===== src/rtl/fifo_pkg.sv =====
// rtl/fifo_pkg.sv - shared Gray-code helpers and defaults for the dual-clock FIFO controllers
package fifo_pkg;

  localparam int SYNC_STAGES_DEFAULT = 2;
  localparam int GRAY_FN_W           = 32;

  // Callers zero-extend into GRAY_FN_W and cast the result back to their own width.
  function automatic logic [GRAY_FN_W-1:0] bin2gray(input logic [GRAY_FN_W-1:0] bin);
    return bin ^ (bin >> 1);
  endfunction

  // Prefix XOR from the MSB down, done in log2 doubling steps.
  function automatic logic [GRAY_FN_W-1:0] gray2bin(input logic [GRAY_FN_W-1:0] gray);
    logic [GRAY_FN_W-1:0] bin;
    bin = gray;
    for (int s = 1; s < GRAY_FN_W; s = s * 2) begin
      bin = bin ^ (bin >> s);
    end
    return bin;
  endfunction

endpackage


===== src/rtl/fifo_gray_sync.sv =====
// rtl/fifo_gray_sync.sv - multi-flop synchroniser for a Gray-coded pointer crossing clock domains
module fifo_gray_sync #(
  parameter int WIDTH  = 4,
  parameter int STAGES = 2
) (
  input  logic             clk_i,
  input  logic             rst_ni,
  input  logic [WIDTH-1:0] d_i,
  output logic [WIDTH-1:0] q_o
);

  logic [WIDTH-1:0] sync_q [STAGES];

  always_ff @(posedge clk_i or negedge rst_ni) begin
    if (!rst_ni) begin
      for (int i = 0; i < STAGES; i++) begin
        sync_q[i] <= '0;
      end
    end else begin
      sync_q[0] <= d_i;
      for (int i = 1; i < STAGES; i++) begin
        sync_q[i] <= sync_q[i-1];
      end
    end
  end

  assign q_o = sync_q[STAGES-1];

endmodule


===== src/rtl/async_fifo_wr_ctrl.sv =====
// rtl/async_fifo_wr_ctrl.sv - write-side pointer, full/almost-full/level flags and overflow for the dual-clock FIFO
module async_fifo_wr_ctrl
  import fifo_pkg::*;
#(
  parameter int ADDR_WIDTH  = 3,
  parameter int SYNC_STAGES = SYNC_STAGES_DEFAULT,
  parameter int AFULL_LEVEL = 6
) (
  input  logic                  W_CLK,
  input  logic                  W_RST,
  input  logic                  wr_inc,
  input  logic                  wr_clr_ovf,
  input  logic [ADDR_WIDTH:0]   gray_rd_ptr,
  output logic                  wr_en,
  output logic [ADDR_WIDTH-1:0] wr_addr,
  output logic [ADDR_WIDTH:0]   gray_wr_ptr,
  output logic                  wr_full,
  output logic                  wr_afull,
  output logic [ADDR_WIDTH:0]   wr_level,
  output logic                  wr_ovf
);

  localparam int               PTR_W     = ADDR_WIDTH + 1;
  localparam logic [PTR_W-1:0] AFULL_THR = PTR_W'(AFULL_LEVEL);

  logic [PTR_W-1:0] wb_q, wb_d;
  logic [PTR_W-1:0] gray_q, gray_d;
  logic [PTR_W-1:0] level_q, level_d;
  logic             full_q, full_d;
  logic             afull_q, afull_d;
  logic             ovf_q, ovf_d;
  logic [PTR_W-1:0] rq;
  logic [PTR_W-1:0] rq_bin;

  fifo_gray_sync #(
    .WIDTH  (PTR_W),
    .STAGES (SYNC_STAGES)
  ) u_rd_sync (
    .clk_i  (W_CLK),
    .rst_ni (W_RST),
    .d_i    (gray_rd_ptr),
    .q_o    (rq)
  );

  assign wr_en = wr_inc & ~full_q;

  // Flags are computed from the post-write pointer so a write at edge N is reflected right after N.
  always_comb begin
    wb_d    = wb_q + PTR_W'(wr_en);
    gray_d  = PTR_W'(bin2gray(32'(wb_d)));
    rq_bin  = PTR_W'(gray2bin(32'(rq)));
    full_d  = (gray_d == {~rq[ADDR_WIDTH:ADDR_WIDTH-1], rq[ADDR_WIDTH-2:0]});
    level_d = wb_d - rq_bin;
    afull_d = (level_d >= AFULL_THR);
    ovf_d   = (wr_inc & full_q) | (ovf_q & ~wr_clr_ovf);
  end

  always_ff @(posedge W_CLK or negedge W_RST) begin
    if (!W_RST) begin
      wb_q    <= '0;
      gray_q  <= '0;
      level_q <= '0;
      full_q  <= 1'b0;
      afull_q <= 1'b0;
      ovf_q   <= 1'b0;
    end else begin
      wb_q    <= wb_d;
      gray_q  <= gray_d;
      level_q <= level_d;
      full_q  <= full_d;
      afull_q <= afull_d;
      ovf_q   <= ovf_d;
    end
  end

  assign wr_addr     = wb_q[ADDR_WIDTH-1:0];
  assign gray_wr_ptr = gray_q;
  assign wr_full     = full_q;
  assign wr_afull    = afull_q;
  assign wr_level    = level_q;
  assign wr_ovf      = ovf_q;

endmodule


===== config.mk =====
export PLATFORM = sky130hd
export DESIGN_NAME = async_fifo_wr_ctrl
export DESIGN_NICKNAME = d
export VERILOG_FILES = /design/src/rtl/fifo_pkg.sv /design/src/rtl/fifo_gray_sync.sv /design/src/rtl/async_fifo_wr_ctrl.sv
export SDC_FILE = /design/constraint.sdc
export NUM_CORES = 1
export LEC_CHECK = 0
export ABC_AREA = 1
export ABC_CLOCK_PERIOD_IN_PS = 4700
export CAP_MARGIN = 0
export CORE_AREA = 2 2 50 52
export CTS_CLUSTER_DIAMETER = 120
export DETAILED_ROUTE_END_ITERATION = 8
export DIE_AREA = 0 0 52 54
export GPL_ROUTABILITY_DRIVEN = 0
export MAX_ROUTING_LAYER = met4
export PLACE_DENSITY = 0.7
export SYNTH_ARGS = -nofsm -noshare
export SYNTH_HDL_FRONTEND = slang
export SYNTH_SLANG_ARGS = --single-unit

===== constraint.sdc =====
create_clock -name W_CLK -period 4.7 [get_ports W_CLK]
set_clock_uncertainty 0.15 [all_clocks]
set_input_delay 0.47 -clock W_CLK [delete_from_list [all_inputs] [get_ports W_CLK]]
set_output_delay 0.47 -clock W_CLK [all_outputs]
set_load 0.02 [all_outputs]

==> summary.txt, run 1 <==
Run status
  – Status: completed

Die
  – Core Footprint: 2320 um^2
  – Initial Utilization: 41.2%
  – Die height: 54 um
  – I/O Pins: 23
  – Number of core rows: 18
  – Area enclosed by the die boundary: 2810 um^2
  – Die X-Extent: 52 um

Worst setup path
  – Data arrival, critical path: 2.61 ns
  – Setup crit start: wr_inc
  – Max incr delay on CP: 0.47 ns
  – Combined buffer and inverter count along the critical path: 4
  – CP max stage cell: sky130_fd_sc_hd__clkdlybuf4s50_1
  – Crit-path leading delay family: adder cells
  – Critical path start-end classification: in -> reg
  – Worst-path maximum fanout: 5
  – Critical path capture point type: register
  – Crit path launch type: input port
  – Data required, critical path: 4.75 ns
  – Critical-path cell list: clkdlybuf4s50_1 > inv_1 > nor2_1 > ha_1 > ha_1 > inv_1 > nand2_1 > nand2_2 > ha_1 > a21oi_1 > inv_1 > nand2_1 > nand3_1
  – Path depth of the worst reg2reg path: 11
  – Crit Reg-Reg Startpoint: wr_full
  – Number of gates on the worst path with buffers counted: 13

Clock network
  – Resized Gates After CTS: 0
  – Buffer type at the clock tree root: sky130_fd_sc_hd__clkbuf_4
  – Hold-fix buffers, CTS: 0
  – Number of buffers created by CTS: 3
  – Clock latency reported for the late side of the worst-skew pair: 0.30 ns
  – Clk slew on worst S/H paths: 0.10 ns
  – Clock sink total: 22
  – Clock tree from TritonCTS: built
  – Number of setup buffers added after CTS: 0
  – Longest Clk Path Bufs: 2
  – Maximum level of the CTS H-tree: 1

Global route
  – Global route total overflow: 0
  – Most used routing layer in global routing: met2
  – Met2 Usage GRT: 24.1%
  – Met3 Use GR: 1.67%
  – Global-route wire length before repair: 2770 um
  – Total routing usage reported by global routing: 14.1%
  – Vias in the first global route: 677
  – Initial antenna violation count: 0
  – Pin count of the biggest net entering global routing: 23
  – Met1 demand-to-capacity share in global routing: 16.8%

Drt
  – Remaining design rule violation count: 0
  – Post-DRT Antenna Nets: 0
  – Detailed-route vias per instance: 4.51
  – Starting DRT DRC Count: 5
  – Via count: 677
  – Number of iterations in the first detailed-routing pass: 4
  – Detailed-route wire length: 1620 um
  – Wire length per cell after detailed routing: 10.8 um

Final layout
  – Most frequent cells in the layout: sky130_fd_sc_hd__nand2_1 (23), sky130_fd_sc_hd__dfrtp_1 (22), sky130_fd_sc_hd__clkdlybuf4s50_1 (22), sky130_fd_sc_hd__inv_1 (16), sky130_fd_sc_hd__nand3_1 (11)
  – Antenna Cells: 0
  – Layout Area Growth over Synthesis: 29.4%
  – Layout cells sized above 1: 6.67%
  – Most common cell after layout, fill and taps aside: sky130_fd_sc_hd__nand2_1
  – Fill count: 197
  – Net count, final: 136
  – Post-Route Utilization: 53.2%

Place
  – Post-detailed-placement half-perimeter wirelength: 1270 um
  – Pre-CTS worst setup slack: 1.79 ns
  – Buffers added on ports: 22

STA
  – Final number of max-transition violations: 0
  – Endpoints failing hold: 0
  – Final-layout worst hold slack: 0.207 ns
  – Unrepaired setup endpoints after global routing: false
  – Portion of the clock cycle consumed by the worst path in the final layout: 54.5%
  – Setup violators final: 0
  – Slew at the pin with the worst max-slew slack: 0.913 ns
  – Post-layout minimum cycle time: 2.56 ns
  – Relative max-transition margin: 39.0%
  – Aggregate negative setup slack: 0 ns
  – Final worst setup slack: 2.14 ns
  – Achievable clock frequency: 390 MHz

Flow run
  – Reported max-cap violation count: 0

Synthesis
  – Post-Syn Area: 955 um^2
  – Proportion of synthesized chip area in sequential cells: 57.7%
  – Synthesized flop and latch total: 22
  – Yosys warns: 0
  – Syn Inst Count: 95
  – Total nets after synthesis: 109
  – Count of unique library cells instantiated by Yosys: 16
  – Mean Syn Cell Area: 10.0 um^2

Power
  – Power density cells: 719 nW/um^2
  – Power after layout: 0.000887 W
  – Static Leak: 0.621 nW
  – Peak ir drop on the vdd network: 364 uV

Min path
  – Cells on Worst Hold Path: 0
  – Worst hold path startpoint: u_rd_sync.sync_q[5]
  – Hold WC Path Type: reg -> reg
worst reg2reg max path, cell delays in order (launching register included):
cell	delay, ns
sky130_fd_sc_hd__dfrtp_1	0.41
sky130_fd_sc_hd__nor2_1	0.17
sky130_fd_sc_hd__ha_1	0.25
sky130_fd_sc_hd__ha_1	0.23
sky130_fd_sc_hd__inv_1	0.07
sky130_fd_sc_hd__nand2_1	0.09
sky130_fd_sc_hd__nand2_2	0.11
sky130_fd_sc_hd__ha_1	0.34
sky130_fd_sc_hd__a21oi_1	0.19
sky130_fd_sc_hd__inv_1	0.06
sky130_fd_sc_hd__nand2_1	0.08
sky130_fd_sc_hd__nand3_1	0.06
cell families after synthesis:
family	Yosys count	share of synthesized area, %
simple gates	41	18.9
xor+xnor	6	6.29
buf+inv	17	6.68
flops	22	57.7
fa+ha+maj	6	8.65
compound gates	3	1.83
Yosys cell counts:
library cell | number | share of area [%]
sky130_fd_sc_hd__fa_1 | 1 | 2.1
sky130_fd_sc_hd__a21oi_1 | 1 | 0.52
sky130_fd_sc_hd__nand2_1 | 23 | 9.0
sky130_fd_sc_hd__nand4_1 | 2 | 1.3
sky130_fd_sc_hd__xor2_1 | 2 | 1.8
sky130_fd_sc_hd__dfrtp_1 | 22 | 58
sky130_fd_sc_hd__nor2_1 | 2 | 0.79
sky130_fd_sc_hd__xnor2_2 | 1 | 1.7
sky130_fd_sc_hd__nand3_1 | 11 | 5.8
sky130_fd_sc_hd__o21bai_1 | 1 | 0.79
sky130_fd_sc_hd__ha_1 | 5 | 6.6
sky130_fd_sc_hd__inv_2 | 1 | 0.39
sky130_fd_sc_hd__inv_1 | 16 | 6.3
sky130_fd_sc_hd__o21ai_0 | 1 | 0.52
sky130_fd_sc_hd__nand2_2 | 3 | 2.0
sky130_fd_sc_hd__xnor2_1 | 3 | 2.8
report_power, final:
group / internal, W / total [W] / switching, W
clock network: 0.0000299 / 0.0000796 / 0.0000497
logic: 0.000223 / 0.000514 / 0.000291
registers: 0.000256 / 0.000294 / 0.0000373
per-stage QoR:
stage,cell area (um^2),instances
2_1_floorplan,955,95
3_3_place_gp,1210,147
3_5_place_dp,1210,147
4_1_cts,1230,150
5_1_grt,1230,150
6_report,1230,150
sequential cells by signal, summed over array words and instances (netlist names):
signal	cells
wb_q	3
wr_afull	1
wr_level	4
u_rd_sync.q_o	4
gray_wr_ptr	4
wr_ovf	1
wr_full	1
u_rd_sync.sync_q	4
final timing paths:
check / slack, ns / end
max in group asynchronous: 3.32 / wr_level[0]
min in group asynchronous: 0.52 / gray_wr_ptr[3]
hold / removal: 0.21 / u_rd_sync.q_o[1]
setup reg to reg: 2.39 / wr_afull
setup / recovery: 2.14 / wr_afull
hold reg to reg: 0.21 / u_rd_sync.q_o[1]
per-layer routing:
layer | wire length [um] | vias up
li1 | - | 345
met1 | 669 | 314
met2 | 856 | 16
met3 | 67 | 2
met4 | 25 | 0
met5 | 0 | -
layout make-up:
| class | count | area (um^2) | area share (%) |
|---|---|---|---|
| clock buffer | 3 | 22.5 | 1.82 |
| inverter | 17 | 63.8 | 5.17 |
| multi-input combinational | 56 | 340 | 27.6 |
| sequential | 22 | 551 | 44.6 |
| tap | 30 | 37.5 | 3.04 |
| timing repair buffer | 22 | 220 | 17.8 |
Power figures use the tool's default switching activity.
==> run 2, diff against run 1 <==
--- a/config.mk
+++ b/config.mk
@@ -6,12 +6,12 @@
 export NUM_CORES = 1
 export LEC_CHECK = 0
 export ABC_AREA = 1
-export ABC_CLOCK_PERIOD_IN_PS = 4700
+export ABC_CLOCK_PERIOD_IN_PS = 2200
 export CAP_MARGIN = 0
-export CORE_AREA = 2 2 50 52
+export CORE_AREA = 2 2 51 53
 export CTS_CLUSTER_DIAMETER = 120
 export DETAILED_ROUTE_END_ITERATION = 8
-export DIE_AREA = 0 0 52 54
+export DIE_AREA = 0 0 53 55
 export GPL_ROUTABILITY_DRIVEN = 0
 export MAX_ROUTING_LAYER = met4
 export PLACE_DENSITY = 0.7
==> constraint.sdc (replaced) <==
create_clock -name W_CLK -period 2.2 [get_ports W_CLK]
set_clock_uncertainty 0.15 [all_clocks]
set_input_delay 0.22 -clock W_CLK [delete_from_list [all_inputs] [get_ports W_CLK]]
set_output_delay 0.22 -clock W_CLK [all_outputs]
set_load 0.02 [all_outputs]
==> summary.txt, run 2 (synthesized netlist as in run 1, its figures left out) <==
Run status
  – Status: completed

Drt
  – Wire length per cell after detailed routing: 11.0 um
  – Via count: 734
  – Detailed-route vias per instance: 4.56
  – Number of iterations in the first detailed-routing pass: 2
  – Starting DRT DRC Count: 1
  – Remaining design rule violation count: 0
  – Post-DRT Antenna Nets: 0
  – Detailed-route wire length: 1770 um

STA
  – Setup violators final: 0
  – Post-layout minimum cycle time: 2.08 ns
  – Relative max-transition margin: 79.8%
  – Achievable clock frequency: 481 MHz
  – Slew at the pin with the worst max-slew slack: 0.301 ns
  – Portion of the clock cycle consumed by the worst path in the final layout: 94.5%
  – Aggregate negative setup slack: 0 ns
  – Final number of max-transition violations: 0
  – Endpoints failing hold: 0

Worst setup path
  – Critical-path cell list: xnor2_2 > xnor2_1 > ha_1 > fa_1 > xnor2_2 > nand2_1 > nand3_1
  – Crit path launch type: register
  – Critical path start-end classification: reg -> reg
  – Max incr delay on CP: 0.44 ns
  – Critical path capture point type: register
  – Data arrival, critical path: 2.13 ns
  – Critical Path Most Common Cell: sky130_fd_sc_hd__xnor2_2
  – Path depth of the worst reg2reg path: 7
  – Worst-path maximum fanout: 3
  – CP max stage cell: sky130_fd_sc_hd__dfrtp_1
  – Data required, critical path: 2.25 ns

Place
  – Placement-stage cell area: 1310 um^2
  – Placed Instances: 157
  – Buffers added on ports: 22
  – Post-detailed-placement half-perimeter wirelength: 1350 um

Global route
  – Global route total overflow: 0
  – Pin count of the biggest net entering global routing: 23
  – Total routing usage reported by global routing: 14.7%
  – Vias in the first global route: 702
  – Global-route wire length before repair: 2900 um
  – Initial antenna violation count: 0

Final layout
  – Area of the multi-input gates: 384 um^2
  – Total area of sequential cells: 552 um^2
  – Most frequent cells in the layout: sky130_fd_sc_hd__nand2_1 (23), sky130_fd_sc_hd__clkdlybuf4s50_1 (22), sky130_fd_sc_hd__dfrtp_1 (21), sky130_fd_sc_hd__inv_1 (16), sky130_fd_sc_hd__nand3_1 (11)
  – Layout cells sized above 1: 19.1%
  – Most common cell after layout, fill and taps aside: sky130_fd_sc_hd__nand2_1
  – Antenna Cells: 0
  – Fill count: 196
  – Layout Area Growth over Synthesis: 43.4%
  – Layout Cells excl Fill: 161
  – Non-Filler Cell Area, Final: 1370 um^2
  – Net count, final: 146

Clock network
  – Clock sink total: 22
  – Buffer type at the clock tree root: sky130_fd_sc_hd__clkbuf_4
  – Hold-fix buffers, CTS: 0
  – Clk slew on worst S/H paths: 0.12 ns
  – Maximum level of the CTS H-tree: 1
  – Longest Clk Path Bufs: 2
  – Number of buffers created by CTS: 3
  – Clock latency reported for the late side of the worst-skew pair: 0.31 ns
  – Clock tree from TritonCTS: built

Die
  – Number of core rows: 18
  – I/O Pins: 23
  – Die height: 55 um
  – Core Footprint: 2360 um^2
  – Initial Utilization: 40.4%
  – Area enclosed by the die boundary: 2920 um^2
  – Die X-Extent: 53 um

Power
  – Power density cells: 1650 nW/um^2
  – Static Leak: 0.682 nW
  – Peak ir drop on the vdd network: 772 uV

Min path
  – Hold WC Path Type: in -> async

Flow run
  – Reported max-cap violation count: 0
==> run 2: critical path, delay by kind of cell, from the launching register on <==
| kind | cells | cell delay (ns) |
|---|---|---|
| adders and majority gates | 2 | 0.65 |
| xor gates and xnor gates | 3 | 0.60 |
| DFF | 1 | 0.44 |
| and+or+nand+nor | 2 | 0.13 |
==> run 2: timing repair <==
| action | in CTS | in global routing |
|---|---|---|
| setup endpoints to repair | 0 | 2 |
| gates resized for setup | 0 | 3 |
| buffers inserted | 0 | 0 |
==> run 2: area by class of cell <==
| type | instances | area share (%) |
|---|---|---|
| Inverter | 17 | 4.66 |
| Timing Repair Buffer | 32 | 21.6 |
| Tap cell | 30 | 2.74 |
| Clock buffer | 4 | 2.65 |
| Multi-Input combinational cell | 56 | 28.1 |
| Sequential cell | 22 | 40.3 |
==> run 2: path summary, 6_finish.rpt <==
check                                         start             endpoint  slack, ns
worst max-delay path               u_rd_sync.q_o[3]             wr_afull       0.12
worst min-delay path                          W_RST              wb_q[2]       0.09
worst max register to register     u_rd_sync.q_o[3]             wr_afull       0.12
worst min register to register  u_rd_sync.sync_q[5]     u_rd_sync.q_o[1]       0.21
max in group asynchronous                     W_RST              wr_full       1.58
min in group W_CLK                   gray_rd_ptr[1]  u_rd_sync.sync_q[5]       0.19
==> run 2: metal layers <==
layer | GRT usage (%) | vias up | wire, um
met5 | - | - | 0
met4 | 7.69 | 0 | 35
met3 | 3.23 | 5 | 61
met2 | 25.4 | 14 | 970
met1 | 16.0 | 350 | 705
li1 | - | 365 | -
==> run 2: power breakdown <==
group	switching, W	total [W]	internal (W)	leakage (nW)
Clock	0.000119	0.000220	0.000101	0.0210
Sequential	0.0000791	0.000628	0.000548	0.261
Combinational	0.000711	0.00141	0.000694	0.400
Total	0.000909	0.00225	0.00134	0.682
==> run 2: metrics by stage <==
stage	hold WS, ns	power [W]	setup WS [ns]	utilization, %
after floorplan	-0.226	0.00136	0.0426	-
after global placement	0.184	0.00194	-0.176	55.3
after detailed placement	0.191	0.00198	-0.215	55.3
after CTS	0.0978	0.00220	0.0830	56.9
after global routing	0.116	0.00244	-0.00730	57.9
final	0.0908	0.00225	0.122	57.9
==> patch 1, RTL diff (flow settings as in run 2) <==
Set the parameter `AFULL_LEVEL` to 5 (it was 6).
--- a/src/rtl/async_fifo_wr_ctrl.sv
+++ b/src/rtl/async_fifo_wr_ctrl.sv
@@ -4,7 +4,7 @@
 #(
   parameter int ADDR_WIDTH  = 3,
   parameter int SYNC_STAGES = SYNC_STAGES_DEFAULT,
-  parameter int AFULL_LEVEL = 6
+  parameter int AFULL_LEVEL = 5
 ) (
   input  logic                  W_CLK,
   input  logic                  W_RST,
Check against the original RTL: not equivalent (a bounded check fails within 4 cycles, from zero or initial values and one cycle with W_RST low).
==> patch 1 against run 2 <==
- combinational power rose by 18%
- wire length is 21% higher
- power grew 12%
- cell area rose by 12%
- area after synthesis up 7.1%
- worst setup slack worse by 0.090 ns
- synthesized cell count rose by 8.4%
- sequential cell count is the same
- die area is the same
- clock power rose by 2%
- critical endpoint unchanged
==> patch 1: results (changes against run 2) <==
[power]
swShare_pct=41.9  ; was 40.4%
p_leak_nw=0.758  ; was 0.682 nW
ir_drop_mv=0.919  ; was 0.772 mV

[grt]
antenna_found_initial=0  ; unchanged
grt_pass1_wl_um=3390  ; was 2900 µm
grt_usage_pct=16.7  ; was 14.7%
grt_pass1_vias=804  ; was 702

[placed_design]
io_buffers=22  ; unchanged
dp_hpwl_um=1540  ; was 1350 µm

[layout]
n_antenna_cell=0  ; unchanged
drive_gt1_share_pct=36.2  ; was 19.1%
layout.nets=164  ; was 146
n_fill_cell=193  ; was 196

[yosys]
synth_fp_nets=117  ; was 109
yosys-top-cells-count=dfrtp_1 (22), nand2_1 (21), inv_1 (16), nand2_2 (10), nand3_1 (9)  ; was nand2_1 (23), dfrtp_1 (22), inv_1 (16), nand3_1 (11), ha_1 (5)
synth_xor_area_share_pct=4.90  ; was 6.29%
ys_seq_area_share_pct=53.9  ; was 57.7%
synth_area_leaders=dfrtp_1 (54%), nand2_1 (7.7%), ha_1 (6.1%)  ; was dfrtp_1 (58%), nand2_1 (9.0%), ha_1 (6.6%)
ys_types=18  ; was 16
synth_compound_gate_area_share_pct=1.71  ; was 1.83%
synth_area_per_cell_um2=9.92  ; was 10.0 µm²
synth_fa_ha_area_share_pct=8.08  ; was 8.65%

[clock_tree]
cts_resized=1  ; was 0

[status]
status=complete, no violations  ; unchanged

[worst_setup_path]
critPathMaxFanout=2  ; was 3
cpPeakStageDelay_ns=0.50  ; was 0.44 ns
critPathArrivalTime_ns=2.23  ; was 2.13 ns
critPathTopFamily=adder cells  ; unchanged
cpMaxStageDelayCell=fa_1  ; was dfrtp_1
r2r_cells=8  ; was 7

[sta]
relSlewSlack_pct=81.6  ; was 79.8%

[route]
viasPerCell=4.74  ; was 4.56
drtIter0Drc=9  ; was 1
drt-pass1-iter-count=4  ; was 2
drt-wirelength-per-cell_um=11.9  ; was 11.0 µm

[min_path]
hold_path.class=input pin to async pin  ; unchanged

==> patch 1: changes by cell type after synthesis, moves of 2 or more <==
cell,change
nand2_2,+7
xor2_2,+2
nand2_1,-2
xnor2_1,-2
nand3_2,+2
nand3_1,-2
nor2_1,+2
==> patch 1: worst paths after layout <==
kind | end | slack (ns) | start
hold reg to reg | u_rd_sync.q_o[0] | 0.21 | u_rd_sync.sync_q[4]
min in group W_CLK | u_rd_sync.sync_q[7] | 0.18 | gray_rd_ptr[3]
hold / removal | wr_full | 0.09 | W_RST
max in group asynchronous | wr_full | 1.58 | W_RST
setup / recovery | wr_afull | 0.03 | u_rd_sync.q_o[2]
setup reg to reg | wr_afull | 0.03 | u_rd_sync.q_o[2]
==> patch 1: cells by family (layout without fill, tap and decap cells) <==
family          after synthesis  in the layout
fa+ha+maj                     6              6
compound gates                3              3
flops                        22             22
xor+xnor                      4              4
simple gates                 50             50
buf+inv                      18             64
==> patch 1: layout make-up <==
| cell class | instances | area [µm²] | area share (%) |
|---|---|---|---|
| clock buffer | 4 | 36.3 | 2.36 |
| tap | 30 | 37.5 | 2.44 |
| sequential | 22 | 552 | 35.9 |
| multi-input combinational | 63 | 473 | 30.8 |
| timing repair buffer | 42 | 370 | 24.1 |
| inverter | 18 | 67.6 | 4.40 |
==> patch 1: power by group through the flow <==
stage                     registers, mW  logic [mW]  clock network, mW
after floorplan                   0.802       0.668                  0
after global placement            0.634        1.43                  0
after detailed placement          0.642        1.47                  0
after CTS                         0.634        1.49              0.227
after global routing              0.658        1.82              0.252
final                             0.640        1.66              0.224
==> patch 1: stage by stage <==
| step | setup WS [ns] | power (mW) | area, µm² | std cells |
|---|---|---|---|---|
| floorplan | 0.0158 | 1.47 | 1050 | 103 |
| global placement | -0.264 | 2.06 | 1420 | 170 |
| detailed placement | -0.300 | 2.12 | 1420 | 170 |
| CTS | 0.0111 | 2.35 | 1460 | 174 |
| global route | -0.0688 | 2.73 | 1540 | 179 |
| finish | 0.0322 | 2.53 | 1540 | 179 |
==> patch 1: worst reg2reg max path: cells and delay by family (launching register included) <==
kind / cells / cell delay [ns]
AND/OR/NAND/NOR: 1 / 0.08
XOR/XNOR: 3 / 0.52
flip-flops: 1 / 0.44
buffers and inverters: 1 / 0.05
AO/OA/AOI/OAI: 1 / 0.13
adder cells (fa/ha/maj): 2 / 0.70
==> patch 1: layer usage <==
| metal | track usage, % | vias to the layer above | part of all wire, % |
|---|---|---|---|
| li1 | - | 409 | - |
| met1 | 20.2 | 408 | 40 |
| met2 | 28.5 | 26 | 53 |
| met3 | 2.42 | 5 | 4.7 |
| met4 | 6.41 | 0 | 2.0 |
| met5 | - | - | 0 |
==> patch 2, RTL diff (flow settings as in run 2) <==
Made on the original files. Reset style: synchronous (`W_RST` and `rst_ni`), changed in 2 clocked blocks. Comments in the files are not updated.
--- a/src/rtl/fifo_gray_sync.sv
+++ b/src/rtl/fifo_gray_sync.sv
@@ -11,7 +11,7 @@
 
   logic [WIDTH-1:0] sync_q [STAGES];
 
-  always_ff @(posedge clk_i or negedge rst_ni) begin
+  always_ff @(posedge clk_i) begin
     if (!rst_ni) begin
       for (int i = 0; i < STAGES; i++) begin
         sync_q[i] <= '0;
--- a/src/rtl/async_fifo_wr_ctrl.sv
+++ b/src/rtl/async_fifo_wr_ctrl.sv
@@ -55,7 +55,7 @@
     ovf_d   = (wr_inc & full_q) | (ovf_q & ~wr_clr_ovf);
   end
 
-  always_ff @(posedge W_CLK or negedge W_RST) begin
+  always_ff @(posedge W_CLK) begin
     if (!W_RST) begin
       wb_q    <= '0;
       gray_q  <= '0;
Formal check against the unedited RTL: differs if W_RST is asserted again (counterexample within 4 cycles, from zero or initial values and one cycle with W_RST low); with W_RST held inactive, the same outputs for 10 cycles.
==> patch 2 against run 2 <==
- cell area is essentially flat
- wire length grew 3.4%
- register-to-register slack gained 0.07 ns
- highest routed layer unchanged
- via count grew 16%
- hold slack gained 0.18 ns
- sequential cell count is the same
- area after synthesis grew 1.2%
- worst setup slack gained 0.0021 ns
Power is not compared: it rests on default switching activity, and its combinational part moved more than twofold at a synthesized area within 25%.
==> patch 2: results (changes against run 2) <==
[route]
dr_wl_met2_um=924  ; was 970 µm
drt-wirelength-per-cell_um=9.60  ; was 11.0 µm
route.met3.wl_um=84  ; was 61 µm
wl_met1_um=789  ; was 705 µm
viasPerCell=4.46  ; was 4.56
drt-pass1-iter-count=3  ; was 2
drtIter0Drc=10  ; was 1

[layout]
buffers_excl_clock=31  ; was 32
buf_share_pct=21.0  ; was 21.6%
seq_area_um2=442  ; was 552 µm²
layout.nets=177  ; was 146
drive_gt1_share_pct=15.5  ; was 19.1%
n_fill_cell=223  ; was 196
comb.multi_input.count=79  ; was 56
inv_count=26  ; was 17

[sta]
hold_slack_ns=0.271  ; was 0.0908 ns
relSlewSlack_pct=79.9  ; was 79.8%

[yosys]
ys_seq_area_share_pct=45.6  ; was 57.7%
async_flop_share_pct=0  ; was 100%
synth_xor_area_share_pct=5.31  ; was 6.29%
synth_fp_nets=142  ; was 109
synth_area_leaders=dfxtp_1 (46%), nand2_1 (14%), inv_1 (9.3%)  ; was dfrtp_1 (58%), nand2_1 (9.0%), ha_1 (6.6%)

[worst_setup_path]
rr_endpoint=wr_afull  ; unchanged
critPathArrivalTime_ns=2.17  ; was 2.13 ns
critPathTopFamily=buffers and inverters  ; was adder cells
r2r-start=u_rd_sync.sync_q[0][7]  ; was u_rd_sync.q_o[3]
critPathLaunch=wr_inc  ; was u_rd_sync.q_o[3]
cpMaxStageDelayCell=clkdlybuf4s50_1  ; was dfrtp_1
cpPeakStageDelay_ns=0.49  ; was 0.44 ns
r2r_cells=8  ; was 7

[grt]
grt_usage_pct=15.2  ; was 14.7%
grt_pass1_wl_um=3060  ; was 2900 µm
grt_util_met2_pct=27.7  ; was 25.4%

[placed_design]
dp_hpwl_um=1460  ; was 1350 µm

[status]
status=complete, no violations  ; unchanged

[power]
finalPower_uw=914

## patch 2: changes by cell type after synthesis, moves of 8 or more
cell     change
dfrtp_1     -22
dfxtp_1     +22
inv_1        +8
nand2_1     +13
nor2_1      +10
## patch 2: kinds of logic after synthesis
family,count (synthesis)
DFF,22
adders and majority gates,6
xor gates and xnor gates,5
AOI/OAI and AO/OA,4
and+or+nand+nor,64
buffers and inverters,27
## patch 2: what timing repair did
item | CTS | global route
endpoints found under the setup margin | 2 | 2
resized for setup | 2 | 5
pin swaps | 0 | 4
## patch 2: metrics by stage
stage | util, % | area (µm²) | std cells | TNS, ns | setup slack [ns]
after detailed placement | 54.9 | 1300 | 188 | -1.10 | -0.361
after global placement | 54.9 | 1300 | 188 | -0.770 | -0.277
after global routing | 57.8 | 1370 | 191 | -0.0123 | -0.0123
final | 57.8 | 1370 | 191 | 0 | 0.124
after CTS | 56.6 | 1340 | 191 | 0 | 0.0737
after floorplan | - | 977 | 128 | 0 | 0.0156
